**config.mk**
```make
export PLATFORM = sky130hd
export DESIGN_NAME = mod_n_counter
export DESIGN_NICKNAME = d
export VERILOG_FILES = /design/src/rtl/counter_pkg.sv /design/src/rtl/mod_n_counter.sv
export SDC_FILE = /design/constraint.sdc
export NUM_CORES = 1
export LEC_CHECK = 0
export ABC_AREA = 0
export CORE_ASPECT_RATIO = 0.8
export CORE_MARGIN = 2
export CORE_UTILIZATION = 42
export DETAILED_ROUTE_END_ITERATION = 6
export PLACE_DENSITY = 0.86
export SETUP_SLACK_MARGIN = 0.05
export SLEW_MARGIN = 20
export SYNTH_ARGS = -nofsm -noshare
export SYNTH_HDL_FRONTEND = slang
export SYNTH_SLANG_ARGS = --single-unit
```
**constraint.sdc**
```tcl
create_clock -name clk -period 1.7 [get_ports clk]
set_input_delay 0.51 -clock clk [delete_from_list [all_inputs] [get_ports clk]]
set_output_delay 0.51 -clock clk [all_outputs]
set_load 0.01 [all_outputs]
```
**src/rtl/counter_pkg.sv**
```systemverilog
// Shared encodings for the modulo-N counter: mode and direction values.
package counter_pkg;

  localparam logic MODE_WRAP = 1'b0;
  localparam logic MODE_SAT  = 1'b1;
  localparam logic DIR_UP    = 1'b1;
  localparam logic DIR_DOWN  = 1'b0;

endpackage : counter_pkg

```
**src/rtl/mod_n_counter.sv**
```systemverilog
// Modulo-N up/down counter over the range [WRAP_VAL, MAX_VAL] with
// synchronous load, wrap or saturate behaviour at the terminals, a sticky
// DONE flag for saturation, and a free-running count of wrap events.
//
// Handshake: there is no valid/ready pair. EN and LOAD are level inputs
// sampled on every rising clk edge; LOAD has priority over EN, and rst
// overrides both asynchronously.
module mod_n_counter
  import counter_pkg::*;
#(
  parameter int WIDTH     = 4,
  parameter int MAX_VAL   = 9,
  parameter int WRAP_VAL  = 0,
  parameter int RESET_VAL = 0,
  parameter int WCW       = 8
) (
  input  logic             clk,
  input  logic             rst,
  input  logic             EN,
  input  logic             UP,
  input  logic             MODE,
  input  logic             LOAD,
  input  logic [WIDTH-1:0] LOAD_VAL,
  output logic [WIDTH-1:0] COUNT,
  output logic             MAX,
  output logic             MIN,
  output logic             DONE,
  output logic [WCW-1:0]   WRAP_CNT
);

  // Reject illegal parameter combinations at elaboration time.
  if ((WIDTH < 1) || (WCW < 1) || (MAX_VAL >= (1 << WIDTH)) ||
      (WRAP_VAL < 0) || (WRAP_VAL > MAX_VAL) ||
      (RESET_VAL < 0) || (RESET_VAL > MAX_VAL)) begin : g_bad_params
    $error("mod_n_counter: illegal parameters (need WRAP_VAL <= MAX_VAL < 2**WIDTH, RESET_VAL <= MAX_VAL)");
  end

  localparam logic [WIDTH-1:0] MAX_C   = WIDTH'(MAX_VAL);
  localparam logic [WIDTH-1:0] WRAP_C  = WIDTH'(WRAP_VAL);
  localparam logic [WIDTH-1:0] RESET_C = WIDTH'(RESET_VAL);

  logic [WIDTH-1:0] count_q, count_d;
  logic             done_q, done_d;
  logic [WCW-1:0]   wrap_cnt_q, wrap_cnt_d;

  logic             at_max;
  logic             at_min;
  logic [WIDTH-1:0] load_clamped;
  logic             max_flag;
  logic             min_flag;

  // Next-state for count, done and wrap counter, plus the terminal flags.
  // Counts below WRAP_VAL are treated as already at the lower terminal, so
  // counting down from them wraps (or saturates) rather than underflowing.
  always_comb begin
    count_d      = count_q;
    done_d       = done_q;
    wrap_cnt_d   = wrap_cnt_q;
    at_max       = (count_q == MAX_C);
    at_min       = (count_q <= WRAP_C);
    load_clamped = (LOAD_VAL > MAX_C) ? MAX_C : LOAD_VAL;
    max_flag     = ~rst & EN & (UP == DIR_UP) & at_max;
    min_flag     = ~rst & EN & (UP == DIR_DOWN) & at_min;

    if (LOAD) begin
      count_d = load_clamped;
      done_d  = 1'b0;
    end else if (EN && !done_q) begin
      if (UP == DIR_UP) begin
        if (at_max) begin
          if (MODE == MODE_SAT) begin
            done_d = 1'b1;
          end else begin
            count_d    = WRAP_C;
            wrap_cnt_d = wrap_cnt_q + WCW'(1);
          end
        end else begin
          count_d = count_q + WIDTH'(1);
        end
      end else begin
        if (at_min) begin
          if (MODE == MODE_SAT) begin
            done_d = 1'b1;
          end else begin
            count_d    = MAX_C;
            wrap_cnt_d = wrap_cnt_q + WCW'(1);
          end
        end else begin
          count_d = count_q - WIDTH'(1);
        end
      end
    end
  end

  // Register count, done and wrap counter; asynchronous reset to start state.
  always_ff @(posedge clk or posedge rst) begin
    if (rst) begin
      count_q    <= RESET_C;
      done_q     <= 1'b0;
      wrap_cnt_q <= '0;
    end else begin
      count_q    <= count_d;
      done_q     <= done_d;
      wrap_cnt_q <= wrap_cnt_d;
    end
  end

  assign COUNT    = count_q;
  assign DONE     = done_q;
  assign WRAP_CNT = wrap_cnt_q;
  assign MAX      = max_flag;
  assign MIN      = min_flag;

endmodule : mod_n_counter
```
==> qor.csv <==
stage;metric;value;unit
power;Pwr Total;1.25;mW
grt;largest net degree at the start of global routing;11;
layout;synth-to-layout area growth;70.6;%
setup_path;cell family with most CP delay;simple AND/OR/NAND/NOR gates;
die;total die area;2450;sq um
grt;grt ovf;0;
layout;commonest cells after routing, fill and taps aside;buf_4 (24), dfrtp_1 (11), dlygate4sd2_1 (10), buf_6 (9);
layout;non-filler instance count after layout;169;
cts;clk sinks;13;
timing;Slew Viols, Final;0;
drt;Post-route DRC;0;
die;Core Rows;14;
die;Die Y-Extent;44.7;um
timing;crit share post-route;1.17;
grt;number of global-route vias before repair;930;
power;worst vdd ir;0.761;mV
placed_design;placed cell count;155;
die;IO Pins;25;
setup_path;CP Max Fanout;2;
layout;utilization after layout;0.777;
logic_synthesis;net count after synthesis;101;
setup_path;R2R setup slack;-80;ps
setup_path;critical path class;reg2out;
timing;# setup viols final;7;
grt;met1 Use GR;0.347;
grt;met3 usage;0.0397;
cts;# hold bufs at CTS;0;
hold_path;Hold Path Depth;1;
power;register share of total power;0.310;
power;Leak Pwr;0.720;nW
placed_design;Final HPWL DP;1780;um
power;combinational power share;0.533;
setup_path;crit path launch type;register;
logic_synthesis;mean area per synthesized cell;9.66;sq um
setup_path;Worst Path Required;1190;ps
cts;CTS clock-pin slew for the worst setup and hold paths;90;ps
grt;met2 Usage GRT;0.431;
timing;fmax;501;MHz
placed_design;dpl cell area;1270;sq um
drt;Via density;5.62;
timing;fin worst setup slack;-297;ps
setup_path;Slowest cell on crit path;or4_4;
die;Initial Util;0.455;
grt;global-route wire length before repair;4460;um
setup_path;crit path cell chain;or4_4, nor3_4, buf_2;
die;Die W;54.9;um
cts;CTS Buf Count;3;
layout;most common cell after layout, fill and taps aside;buf_4;
timing;RSZ-0062 raised after global routing;true;
logic_synthesis;#FFs+latches synth;13;
cts;Root Driver;clkbuf_4;
drt;drt total wl;2780;um
setup_path;R2R cell count;8;
flow_run;maxcap violations;0;
cts;clock buffer depth;2;
drt;First-pass DRT Iterations;4;
setup_path;Crit path arrival time;1490;ps
setup_path;Critical R2R Capture;COUNT[0]$_DFFE_PP0P_;
setup_path;crit end category;primary output;
hold_path;worst hold path type;reg2reg;
power;Clock power frac;0.157;
logic_synthesis;Post-Syn Area;870;sq um
layout;nets@finish;157;
setup_path;slowest cell delay on critical path;560;ps
grt;GRT Total Usage;0.257;
hold_path;min-delay src;WRAP_CNT[7]$_DFFE_PP0P_;
power;P_sw;0.453;mW
setup_path;CP Buf/Inv Count;1;
logic_synthesis;cells after synthesis;90;
timing;Clock Skew;8.43;ps
drt;DRT antenna net count;0;
cts;clk_lat worst skew;280;ps
logic_synthesis;EDFF count, synth;0;
die;total core area;1910;sq um
logic_synthesis;Synth cell types;41;
layout;n_diodes;0;
drt;first-iteration detailed-routing DRC count;38;
grt;antenna violations before repair;0;
logic_synthesis;async set-reset flop share out of synthesis;1.00;
logic_synthesis;Main synth FF type;dfrtp_1;
placed_design;GP Congestion;0.867;
hold_path;WHS Endpoint;WRAP_CNT[7]$_DFFE_PP0P_;
drt;Wirelength per Cell;16.5;um
cts;CTS tree;done;
grt;busiest layer in global routing;met2;
power;pwr dens;844;nW/um^2
power;P_int;0.800;mW
cts;H-tree depth;1;
timing;measured slew at the worst slew-check pin;311;ps
drt;DR vias;949;
outcome;failing checks;negative setup slack;
outcome;status;finished with violations;
layout;layout cells sized above 1;0.441;
logic_synthesis;sequential share of the synthesized area;0.374;
timing;post-layout min period;2000;ps
setup_path;worst r2r src;COUNT[0]$_DFFE_PP0P_;
layout;final instance area;1480;sq um
timing;relative slew slack;0.793;
placed_design;count of input and output buffers;24;
timing;final hold violations;0;
logic_synthesis;yosys warns;0;
power;sw frac;0.362;
[power by group through the flow]
stage / sequential [mW] / combinational, mW / clock (mW)
floorplan: 0.425 / 0.262 / 0
global placement: 0.403 / 0.511 / 0
detailed placement: 0.405 / 0.528 / 0
CTS: 0.386 / 0.621 / 0.200
global route: 0.393 / 0.723 / 0.215
finish: 0.388 / 0.668 / 0.197
[state kept, by name, indices dropped and copies added, names as in the netlist]
| signal | cells |
|---|---|
| DONE | 1 |
| WRAP_CNT | 8 |
| COUNT | 4 |
[cell usage after synthesis (all sizes together) (2+ instances only)]
library cell  number  share of area
nor3               4          0.036
mux2i              2          0.023
inv                7          0.030
a21oi              2          0.012
o21ai              5          0.029
nand2              5          0.022
and3               2          0.016
o2111ai            2          0.027
dfrtp             13           0.37
xnor2              4          0.040
buf                5          0.052
xor2               5          0.050
nand3              2          0.012
nor2               7          0.030
nor2b              3          0.022
mux2               2          0.026
[logic make-up (layout without fill, tap and decap cells)]
kind of cell | after synthesis | after routing | share of synthesized area
flops | 13 | 13 | 0.374
xor+xnor | 9 | 9 | 0.0906
compound gates | 21 | 21 | 0.177
mux | 4 | 4 | 0.0489
buf+inv | 12 | 67 | 0.0820
fa+ha+maj | 1 | 1 | 0.0144
simple gates | 30 | 30 | 0.213
[layer usage]
layer,part of all wire,up-vias
li1,-,435
met1,0.42,481
met2,0.52,31
met3,0.051,2
met4,0.0057,0
met5,0,-
[worst max path at each step]
stage                         start   to  slack [ps]  cells after the start
2_1_floorplan                    UP  MIN        -100                      3
3_3_place_gp                     UP  MIN        -940                      4
3_5_place_dp                     UP  MIN        -930                      4
4_1_cts        COUNT[0]$_DFFE_PP0P_  MIN        -310                      3
5_1_grt        COUNT[2]$_DFFE_PP0P_  MIN        -340                      3
6_report       COUNT[2]$_DFFE_PP0P_  MIN        -300                      3
[metrics by stage]
step,setup TNS [ps],hold WS (ps),setup slack [ps]
after floorplan,-95.8,400,-95.8
after global placement,-8060,458,-937
after detailed placement,-8540,459,-925
after CTS,-953,464,-312
after global routing,-1240,476,-344
final,-695,461,-297
[repair_timing]
action	in CTS	in global routing
resized for setup	55	10
endpoints found under the setup margin	28	17
pin swaps	9	8
buffers inserted	10	0
[cell type report]
type / instances / area, sq um
Inverter: 7 / 26.3
Sequential cell: 13 / 328
Fill cell: 113 / 425
Multi-Input combinational cell: 65 / 574
Timing Repair Buffer: 56 / 499
Tap cell: 24 / 30.0
Clock buffer: 4 / 26.3
(Power assumes the default switching activity.)
==> patch: new RTL, same settings <==
Change the parameter `WIDTH` from 4 to 5.
--- a/src/rtl/mod_n_counter.sv
+++ b/src/rtl/mod_n_counter.sv
@@ -8,7 +8,7 @@
 module mod_n_counter
   import counter_pkg::*;
 #(
-  parameter int WIDTH     = 4,
+  parameter int WIDTH     = 5,
   parameter int MAX_VAL   = 9,
   parameter int WRAP_VAL  = 0,
   parameter int RESET_VAL = 0,
Ports: changed (resized COUNT and LOAD_VAL); port bits go from 25 to 27. No check against the original RTL was run, so the function may have changed too.
==> patch against the original RTL <==
- first-iteration DRC count grew 95%
- cell area grew 15%
- power grew 29%
- clock skew grew 0.014 ns
- largest power group unchanged
- routed wire length grew 44%
- combinational power grew 37%
- the flow still finishes with violations (negative setup slack)
- synthesized cell count grew 17%
- sequential cell count grew 1
- setup slack gained 0.060 ns
- maximum frequency grew 3.1%
- area after synthesis grew 17%
- highest routed layer unchanged
- via count grew 24%
==> patch: results (changes against the original RTL) <==
[run_status]
status = finished, violations left
violations = negative setup slack

[logic_synthesis]
synth_flop_cell = dfrtp_1
synth_xor_area_share_pct = 6.01  ; -3.1 points
postSynth.asyncResetShare_pct = 100  ; unchanged
synth_area_leaders = dfrtp_1 34%, ha_1 4.9%, nand2_1 3.7%
yosys.cell_types.count = 41  ; unchanged
synth.area.mux_share_pct = 4.66  ; -0.23 points
ys_top_cells_by_count = 14 x dfrtp_1, 10 x nand2_1, 9 x nor2_1
synth_seq_area_share_pct = 34.4  ; -3.1 points
synthAdderAreaFrac_pct = 4.91  ; +3.5 points
synth-compound-area-share_pct = 20.0  ; +2.3 points
ys_warn_count = 0  ; unchanged
synth_nets = 120  ; +19%

[global_routing]
first_global_vias = 1091  ; +17%
grt_pass1_wl_um = 5660  ; +27%
grt_max_degree = 15  ; +4
grt_usage_pct = 28.0  ; +2.2 points
antenna_found_initial = 0  ; unchanged

[placement]
portBuffers = 26  ; +8.3%
pre_cts_ws_ns = -0.763  ; +0.162 ns
placed_area_mm2 = 0.00145  ; +14%
hpwl_um = 2140  ; +20%
gp_congestion = 0.895  ; +3.2%

[final_layout]
largest_reg_flops = 8  ; unchanged
fin_nets = 182  ; +16%
diodes = 0  ; unchanged
nFillCells = 136  ; +20%
final_layout_size_suffix_gt1_share_pct = 44.6  ; +0.44 points

[clocking]
clk_pin_slew_ns = 0.12  ; +0.03 ns
clockBufferDepth = 2  ; unchanged
root_buffer = clkbuf_4
cts_buffers = 3  ; unchanged
clk-insertion-delay-late_ns = 0.31  ; +0.03 ns
cts_max_level = 1  ; unchanged

[route]
wirelength_um = 4020  ; +44%
dr.pass1.iters = 4  ; unchanged
drt_iter0_markers = 74  ; +95%
vias = 1175  ; +24%

[power_and_ir_drop]
leakage_nw = 0.789  ; +9.6%
vdd_drop_max_v = 0.000605  ; -21%

[sta]
finClkSkew_ns = 0.0221  ; +0.0136 ns
setup_viol = 13  ; +6
slew_headroom_pct = 69.1  ; -10 points
layout_setup_ws_ns = -0.237  ; +0.0602 ns
period_share_pct = 114  ; -3.5 points

[critical_path]
cp_max_fo = 3  ; +1
cp_slowest_cell = dfrtp_2
crit_arrival_ns = 1.43  ; -0.06 ns
critPathTopFamily = flip-flops
crit_path_max_incr_delay_ns = 0.43  ; -0.13 ns

[worst_hold_path]
min_path_type = reg2reg

[patch: changes by cell type after synthesis, moves of 3 or more]
cell     unedited run  this run
buf_4               3         0
nand4_1             1         5
o21ai_0             5         2
nor3_1              3         0
ha_1                1         4
buf_2               0         3
nor2b_1             3         0
a21oi_1             2         5
nand2_1             5        10
[patch: kinds of logic (layout without fill, tap and decap cells)]
group | Yosys count | in the layout
xor+xnor | 7 | 7
simple gates | 40 | 40
buf+inv | 12 | 73
mux | 4 | 4
flops | 14 | 14
fa+ha+maj | 4 | 4
compound gates | 24 | 24
[patch: path summary, 6_finish.rpt]
path                        startpoint     endpoint  slack (ns)  depth (start not counted)
max                           COUNT[0]          MIN       -0.24                          6
min                        WRAP_CNT[7]  WRAP_CNT[7]        0.50                          1
max reg2reg                   COUNT[0]     COUNT[2]       -0.14                          9
min reg2reg                WRAP_CNT[7]  WRAP_CNT[7]        0.50                          1
max in group asynchronous          rst     COUNT[1]        0.97                          3
min in group asynchronous          rst     COUNT[3]        0.51                          3
[patch: repair_timing]
action	4_1_cts	5_1_grt
setup buffers	14	5
gates resized for setup	46	15
endpoints found under the setup margin	29	17
pin swaps	17	10
[patch: metrics by stage]
stage	utilization, %	TNS (ns)	hold slack [ns]	power, mW	cells
after floorplan	-	-0.0767	0.407	0.837	105
after global placement	65.0	-6.11	0.457	1.10	172
after detailed placement	65.0	-6.71	0.481	1.13	172
after CTS	73.8	-0.744	0.487	1.48	189
after global routing	76.4	-1.87	0.520	1.68	191
final	76.4	-1.15	0.504	1.62	191
[patch: worst register-to-register path: stages (launching register included)]
cell and delay [ns]:
dfrtp_2 0.43, inv_2 0.09, ha_4 0.14, nor3b_4 0.19, buf_4 0.14, buf_8 0.12
o211ai_4 0.10, a21oi_4 0.21, buf_6 0.13, mux2i_2 0.23
[patch: area by class of cell]
type	count	share of cell area, %
flip-flops and latches	14	20.7
clock buffers	4	2.13
inverters	7	1.69
multi-input cells	79	42.5
repair buffers	62	31.2
well taps	25	1.83
[patch: power by group]
group,leakage (nW),internal [mW],total [mW],switching (mW)
Sequential,0.183,0.387,0.439,0.0524
Clock,0.0210,0.131,0.268,0.137
Combinational,0.586,0.448,0.914,0.466
[patch: routing by layer]
| layer | vias up | GRT usage, % | wire [um] |
|---|---|---|---|
| met5 | - | 0 | 0 |
| li1 | 515 | - | - |
| met4 | 0 | 8.64 | 174 |
| met3 | 27 | 3.78 | 323 |
| met2 | 81 | 47.6 | 1920 |
| met1 | 552 | 37.7 | 1600 |
